--- config.mk ---
export PLATFORM = sky130hd
export DESIGN_NAME = serial_frame_rx
export DESIGN_NICKNAME = d
export VERILOG_FILES = /design/src/rtl/serial_frame_rx.sv
export SDC_FILE = /design/constraint.sdc
export NUM_CORES = 1
export LEC_CHECK = 0
export ABC_AREA = 1
export ABC_CLOCK_PERIOD_IN_PS = 4700
export BUFFER_PORTS_ARGS = -buffer_cell sky130_fd_sc_hd__buf_2
export CAP_MARGIN = 20
export CORE_MARGIN = 2
export CORE_UTILIZATION = 50
export CTS_CLUSTER_SIZE = 14
export DETAILED_ROUTE_END_ITERATION = 10
export GPL_TIMING_DRIVEN = 0
export PLACE_DENSITY = 0.8
export SETUP_SLACK_MARGIN = 0.3
export SYNTH_ARGS = -nofsm -noshare
export SYNTH_HDL_FRONTEND = slang
export SYNTH_SLANG_ARGS = --single-unit
--- constraint.sdc ---
create_clock -name clk -period 4.7 [get_ports clk]
set_clock_uncertainty 0.2 [all_clocks]
set_input_delay 0.47 -clock clk [delete_from_list [all_inputs] [get_ports clk]]
set_output_delay 0.47 -clock clk [all_outputs]
set_load 0.005 [all_outputs]
--- src/rtl/serial_frame_rx.sv ---
// Serial display/LED link receiver: rebuilds FRAME_BITS-bit frames shifted in on ser_clk/ser_dt.
// Optional macro SERIAL_FRAME_RX_GLITCH_FILTER_EN requires ser_clk high for >=2 clk per edge.
module serial_frame_rx #(
  parameter int FRAME_BITS  = 64,
  parameter int IDLE_CYCLES = 4096,
  parameter bit MSB_FIRST   = 1'b1
) (
  input  logic                  clk,
  input  logic                  rst,
  input  logic                  ser_clk,
  input  logic                  ser_dt,
  input  logic                  ser_clr_n,
  output logic [FRAME_BITS-1:0] frame_data,
  output logic                  frame_valid,
  output logic                  frame_err,
  output logic                  busy
);

  localparam int BW = $clog2(FRAME_BITS + 1);
  localparam int IW = $clog2(IDLE_CYCLES + 1);
  localparam logic [BW-1:0] LAST_BIT = BW'(FRAME_BITS - 1);
  localparam logic [IW-1:0] IDLE_MAX = IW'(IDLE_CYCLES);

  typedef enum logic [1:0] {
    ST_IDLE = 2'd0,
    ST_RECV = 2'd1,
    ST_DONE = 2'd2
  } state_t;

  state_t                  state_q, state_d;
  logic [BW-1:0]           bit_cnt_q, bit_cnt_d;
  logic [IW-1:0]           idle_cnt_q, idle_cnt_d;
  logic [FRAME_BITS-1:0]   sr_q, sr_d;
  logic [FRAME_BITS-1:0]   frame_data_q, frame_data_d;
  logic                    frame_err_q, frame_err_d;

  logic clk_s1_q, clk_s2_q, clk_s3_q;
  logic dt_s1_q, dt_s2_q;
  logic clr_s1_q, clr_s2_q;
  logic ser_edge;

  always_ff @(posedge clk or posedge rst) begin
    if (rst) begin
      clk_s1_q <= 1'b0;
      clk_s2_q <= 1'b0;
      clk_s3_q <= 1'b0;
      dt_s1_q  <= 1'b0;
      dt_s2_q  <= 1'b0;
      clr_s1_q <= 1'b0;
      clr_s2_q <= 1'b0;
    end else begin
      clk_s1_q <= ser_clk;
      clk_s2_q <= clk_s1_q;
      clk_s3_q <= clk_s2_q;
      dt_s1_q  <= ser_dt;
      dt_s2_q  <= dt_s1_q;
      clr_s1_q <= ser_clr_n;
      clr_s2_q <= clr_s1_q;
    end
  end

`ifdef SERIAL_FRAME_RX_GLITCH_FILTER_EN
  logic clk_s4_q;

  always_ff @(posedge clk or posedge rst) begin
    if (rst) begin
      clk_s4_q <= 1'b0;
    end else begin
      clk_s4_q <= clk_s3_q;
    end
  end

  // A rise only counts once ser_clk has been seen high on two consecutive clocks.
  assign ser_edge = clk_s2_q & clk_s3_q & ~clk_s4_q;
`else
  assign ser_edge = clk_s2_q & ~clk_s3_q;
`endif

  always_ff @(posedge clk or posedge rst) begin
    if (rst) begin
      state_q      <= ST_IDLE;
      bit_cnt_q    <= '0;
      idle_cnt_q   <= '0;
      sr_q         <= '0;
      frame_data_q <= '0;
      frame_err_q  <= 1'b0;
    end else begin
      state_q      <= state_d;
      bit_cnt_q    <= bit_cnt_d;
      idle_cnt_q   <= idle_cnt_d;
      sr_q         <= sr_d;
      frame_data_q <= frame_data_d;
      frame_err_q  <= frame_err_d;
    end
  end

  logic [FRAME_BITS-1:0] sr_shift;
  logic [IW-1:0]         idle_inc;

  always_comb begin
    state_d      = state_q;
    bit_cnt_d    = bit_cnt_q;
    idle_cnt_d   = idle_cnt_q;
    sr_d         = sr_q;
    frame_data_d = frame_data_q;
    frame_err_d  = 1'b0;

    sr_shift = MSB_FIRST ? {sr_q[FRAME_BITS-2:0], dt_s2_q}
                         : {dt_s2_q, sr_q[FRAME_BITS-1:1]};
    idle_inc = (idle_cnt_q == IDLE_MAX) ? idle_cnt_q : idle_cnt_q + 1'b1;

    if (!clr_s2_q) begin
      state_d    = ST_IDLE;
      bit_cnt_d  = '0;
      idle_cnt_d = '0;
      sr_d       = '0;
    end else begin
      case (state_q)
        ST_IDLE, ST_RECV: begin
          if (ser_edge) begin
            sr_d       = sr_shift;
            idle_cnt_d = '0;
            if (bit_cnt_q == LAST_BIT) begin
              // Frame output is loaded here so it changes together with the valid pulse.
              frame_data_d = sr_shift;
              bit_cnt_d    = BW'(FRAME_BITS);
              state_d      = ST_DONE;
            end else begin
              bit_cnt_d = bit_cnt_q + 1'b1;
              state_d   = ST_RECV;
            end
          end else if (state_q == ST_RECV) begin
            if (idle_inc == IDLE_MAX) begin
              frame_err_d = 1'b1;
              bit_cnt_d   = '0;
              idle_cnt_d  = '0;
              sr_d        = '0;
              state_d     = ST_IDLE;
            end else begin
              idle_cnt_d = idle_inc;
            end
          end
        end
        ST_DONE: begin
          bit_cnt_d  = '0;
          idle_cnt_d = '0;
          sr_d       = '0;
          state_d    = ST_IDLE;
        end
        default: begin
          state_d   = ST_IDLE;
          bit_cnt_d = '0;
          sr_d      = '0;
        end
      endcase
    end
  end

  assign frame_data  = frame_data_q;
  assign frame_valid = (state_q == ST_DONE);
  assign frame_err   = frame_err_q;
  assign busy        = (state_q == ST_RECV);

endmodule
==> results.md <==
* CP delay by family, top: simple AND/OR/NAND/NOR gates
* NumNets Final at 849
* Switching pwr at 0.6075 mW
* Top-Level Pins at 72
* Failing checks: hold timing
* Multi-input logic area at 2416 sq um
* Clock sink count at 157
* Crit Path Category: flop to flop
* Clk root buf: clkbuf_16
* Reg2Reg Launch Point: idle_cnt_q[0]
* ANT nets after route at 0
* Clock power share at 50.2%
* Async set or reset register ratio after synthesis at 100.0%
* Worst EP arrival at 2.65 ns
* Final instance area at 7938 sq um
* Final HPWL DP at 9108 um
* Met2 routed wirelength at 6518 um
* Rows at 42
* Final Max Slew Viols at 0
* Mapped Area at 6648 sq um
* Status: finished with violations
* Power Density at 364.5 nW/um^2
* Top sig layer: met4
* VDD IR max at 0.2275 mV
* Hold WS at -0.005070 ns
* H-tree depth at 4
* Int Pwr at 2.286 mW
* Post-synth top flop: dfrtp_1
* Avg Cell Area, Syn at 8.923 sq um
* Vias per std cell at 4.923
* CP max stage cell: dfrtp_1
* Worst path most repeated cell: nand2_1
* GRT Resource Usage Total at 20.32%
* Sw Share at 21.00%
* CORE AREA at 13140 sq um
* Reg-to-Reg End: sr_q[5]
* Max cap viols at 0
* DR WL/cell at 13.14 um
* CP peak stage delay at 0.43 ns
* Comb pwr share at 2.8%
* Critical path startpoint: idle_cnt_q[0]
* Commonest non-fill, non-tap cell in the layout: nand2_1
* Die Y at 119.3 um
* Largest net degree at the start of global routing at 44
* CP required at 4.81 ns
* First-pass GRT wire length at 23210 um
* Setup_tns at 0 ns
* Most frequent cells in the layout: 370 x nand2_1, 157 x dfrtp_1, 82 x buf_2
* Crit path buf inv count at 2
* DRT iter0 DRCs at 404
* # DRC at 0
* Share of cells above drive strength 1 at 20.40%
* Initial antenna violation count at 0
* Post-synth EDFFs at 0
* Maximum buffer depth of the clock tree at 2
* # diodes at 0
* I/O Buffers at 71
* Worst min path class: input pin to async pin
* Reg2Reg Depth at 13
* Post-DP Area at 7287 sq um
* RSZ-0062 raised after global routing: no
* Register cell area after layout at 3929 sq um
* Fill cell count at 1137
* Routability cong. at 0.8554
* Die area at 14230 sq um
* Worst Setup EP: sr_q[5]
* Crit path time final at 2.539 ns
* TritonCTS clock tree: yes
* Slew HR at 45.20%
* Final hold violations at 4
* First-pass iteration count of the detailed router at 7
* Syn nets at 753
* Final WL at 13520 um
* Met3 WL post-DR at 571 um
* Horiz. Die Dim at 119.3 um
* Register bit total from synthesis at 157
* Final period utilization at 54.03%
* Critical Path Fanout Max at 10
* Worst setup SP type: flop
* Via count at 5066
* Setup-failing EPs final at 0
* WP depth at 13
* Initial Utilization at 50.60%
* Clk slew on worst S/H paths at 0.06 ns
* Post-Syn Instances at 745
* Post-CTS resize count at 0
* Setup crit end kind: flop
* Synth Warn # at 0
* Area Growth Syn to Fin at 19.41%
* Register share of total power at 47.1%
* Lkg Pwr at 4.437 nW
* Reg2Reg Setup Slack at 2.16 ns
* Fmax at 393.8 MHz
* Grt ovf at 0
* Skew-Pair Late Insertion Delay at 0.43 ns
* Post-CTS setup buffers at 0
* Worst Tran Pin Value at 0.8203 ns
* Met1 Routed Length at 6246 um
* Unique masters post-synth at 25
* Critical-path cell list: ha_1 -> inv_1 -> nor2_2 -> nand2_1 -> nand2_1 -> nand2_1 -> nor2_1 -> nand3_1 -> nor2_2 -> nand4_4 -> buf_6 -> nand3_2 -> nand2_1
* Register area share after synthesis at 59.10%
* Vias in the first global route at 4897
* Inserted Clock Buffers at 17
-- sequential cells by signal (all words and copies together), names as in the netlist --
| signal | cells |
|---|---|
| clr_s1_q | 1 |
| frame_err | 1 |
| clk_s3_q | 1 |
| bit_cnt_q | 7 |
| clk_s1_q | 1 |
| clk_s2_q | 1 |
| sr_q | 63 |
| clr_s2_q | 1 |
| dt_s2_q | 1 |
| state_q | 2 |
| dt_s1_q | 1 |
| frame_data | 64 |
| idle_cnt_q | 13 |
-- per-stage QoR --
step	utilization [%]	worst slack [ns]	hold slack, ns	cells	total power, mW
2_1_floorplan	-	2.043	0.1312	745	1.439
3_3_place_gp	55.01	1.099	0.1321	992	1.460
3_5_place_dp	55.47	2.186	0.1355	995	1.467
4_1_cts	60.42	2.145	0.01526	1029	2.917
5_1_grt	60.42	1.981	0.06132	1029	2.989
6_report	60.42	2.161	-0.005070	1029	2.894
-- worst min path at each step --
stage	startpoint	endpoint	slack [ns]	depth (start not counted)
after floorplan	clk_s1_q	clk_s2_q	0.13	0
after global placement	dt_s1_q	dt_s2_q	0.13	0
after detailed placement	clk_s1_q	clk_s2_q	0.14	0
after CTS	rst	frame_data[35]	0.02	2
after global routing	rst	frame_data[35]	0.06	2
final	rst	frame_data[35]	-0.005	2
-- synth_stat cells, drive strengths merged (2+ instances only) --
| master | count | area (sq um) |
|---|---|---|
| o21ai | 10 | 50.05 |
| clkbuf | 14 | 52.55 |
| o22ai | 5 | 31.28 |
| inv | 29 | 108.9 |
| nand2 | 371 | 1395 |
| xor2 | 6 | 52.55 |
| or2 | 2 | 12.51 |
| buf | 20 | 141.4 |
| nor2 | 34 | 142.6 |
| nand4 | 5 | 46.29 |
| nand3 | 84 | 610.6 |
| dfrtp | 157 | 3929 |
| ha | 3 | 37.54 |
-- final cells by class --
| class | instances | share of cell area (%) |
|---|---|---|
| buffer | 34 | 2.443 |
| clock buffer | 20 | 5.753 |
| clock inverter | 11 | 2.065 |
| inverter | 29 | 1.419 |
| multi-input combinational | 525 | 30.44 |
| sequential | 157 | 49.50 |
| tap | 176 | 2.774 |
| timing repair buffer | 77 | 5.612 |
-- timing repair --
item | in CTS | in global routing
hold buffers | 3 | 0
setup endpoints to repair | 0 | 0
endpoints found under the hold margin | 3 | 0
-- routing by layer --
metal / global-route usage [%] / vias up
met3: 4.310 / 15
li1: - / 2532
met5: 0 / -
met2: 32.54 / 106
met1: 27.85 / 2413
met4: 6.765 / 0
-- kinds of logic (layout without fill, tap and decap cells) --
logic type	after synthesis	in the layout	synth area share [%]
and+or+nand+nor	497	497	33.28
DFF	157	157	59.10
buffers and inverters	63	171	4.555
AOI/OAI and AO/OA	18	18	1.581
xor gates and xnor gates	7	7	0.9223
adders and majority gates	3	3	0.5647
-- power by group through the flow --
stage          registers [mW]  clock network, mW  logic [mW]
6_report                 1.36               1.45      0.0802
5_1_grt                  1.36               1.54      0.0921
4_1_cts                  1.36               1.47      0.0833
3_5_place_dp             1.39                  0      0.0810
3_3_place_gp             1.39                  0      0.0738
2_1_floorplan            1.39                  0      0.0538
No activity file was read; power rests on OpenSTA's default activity.
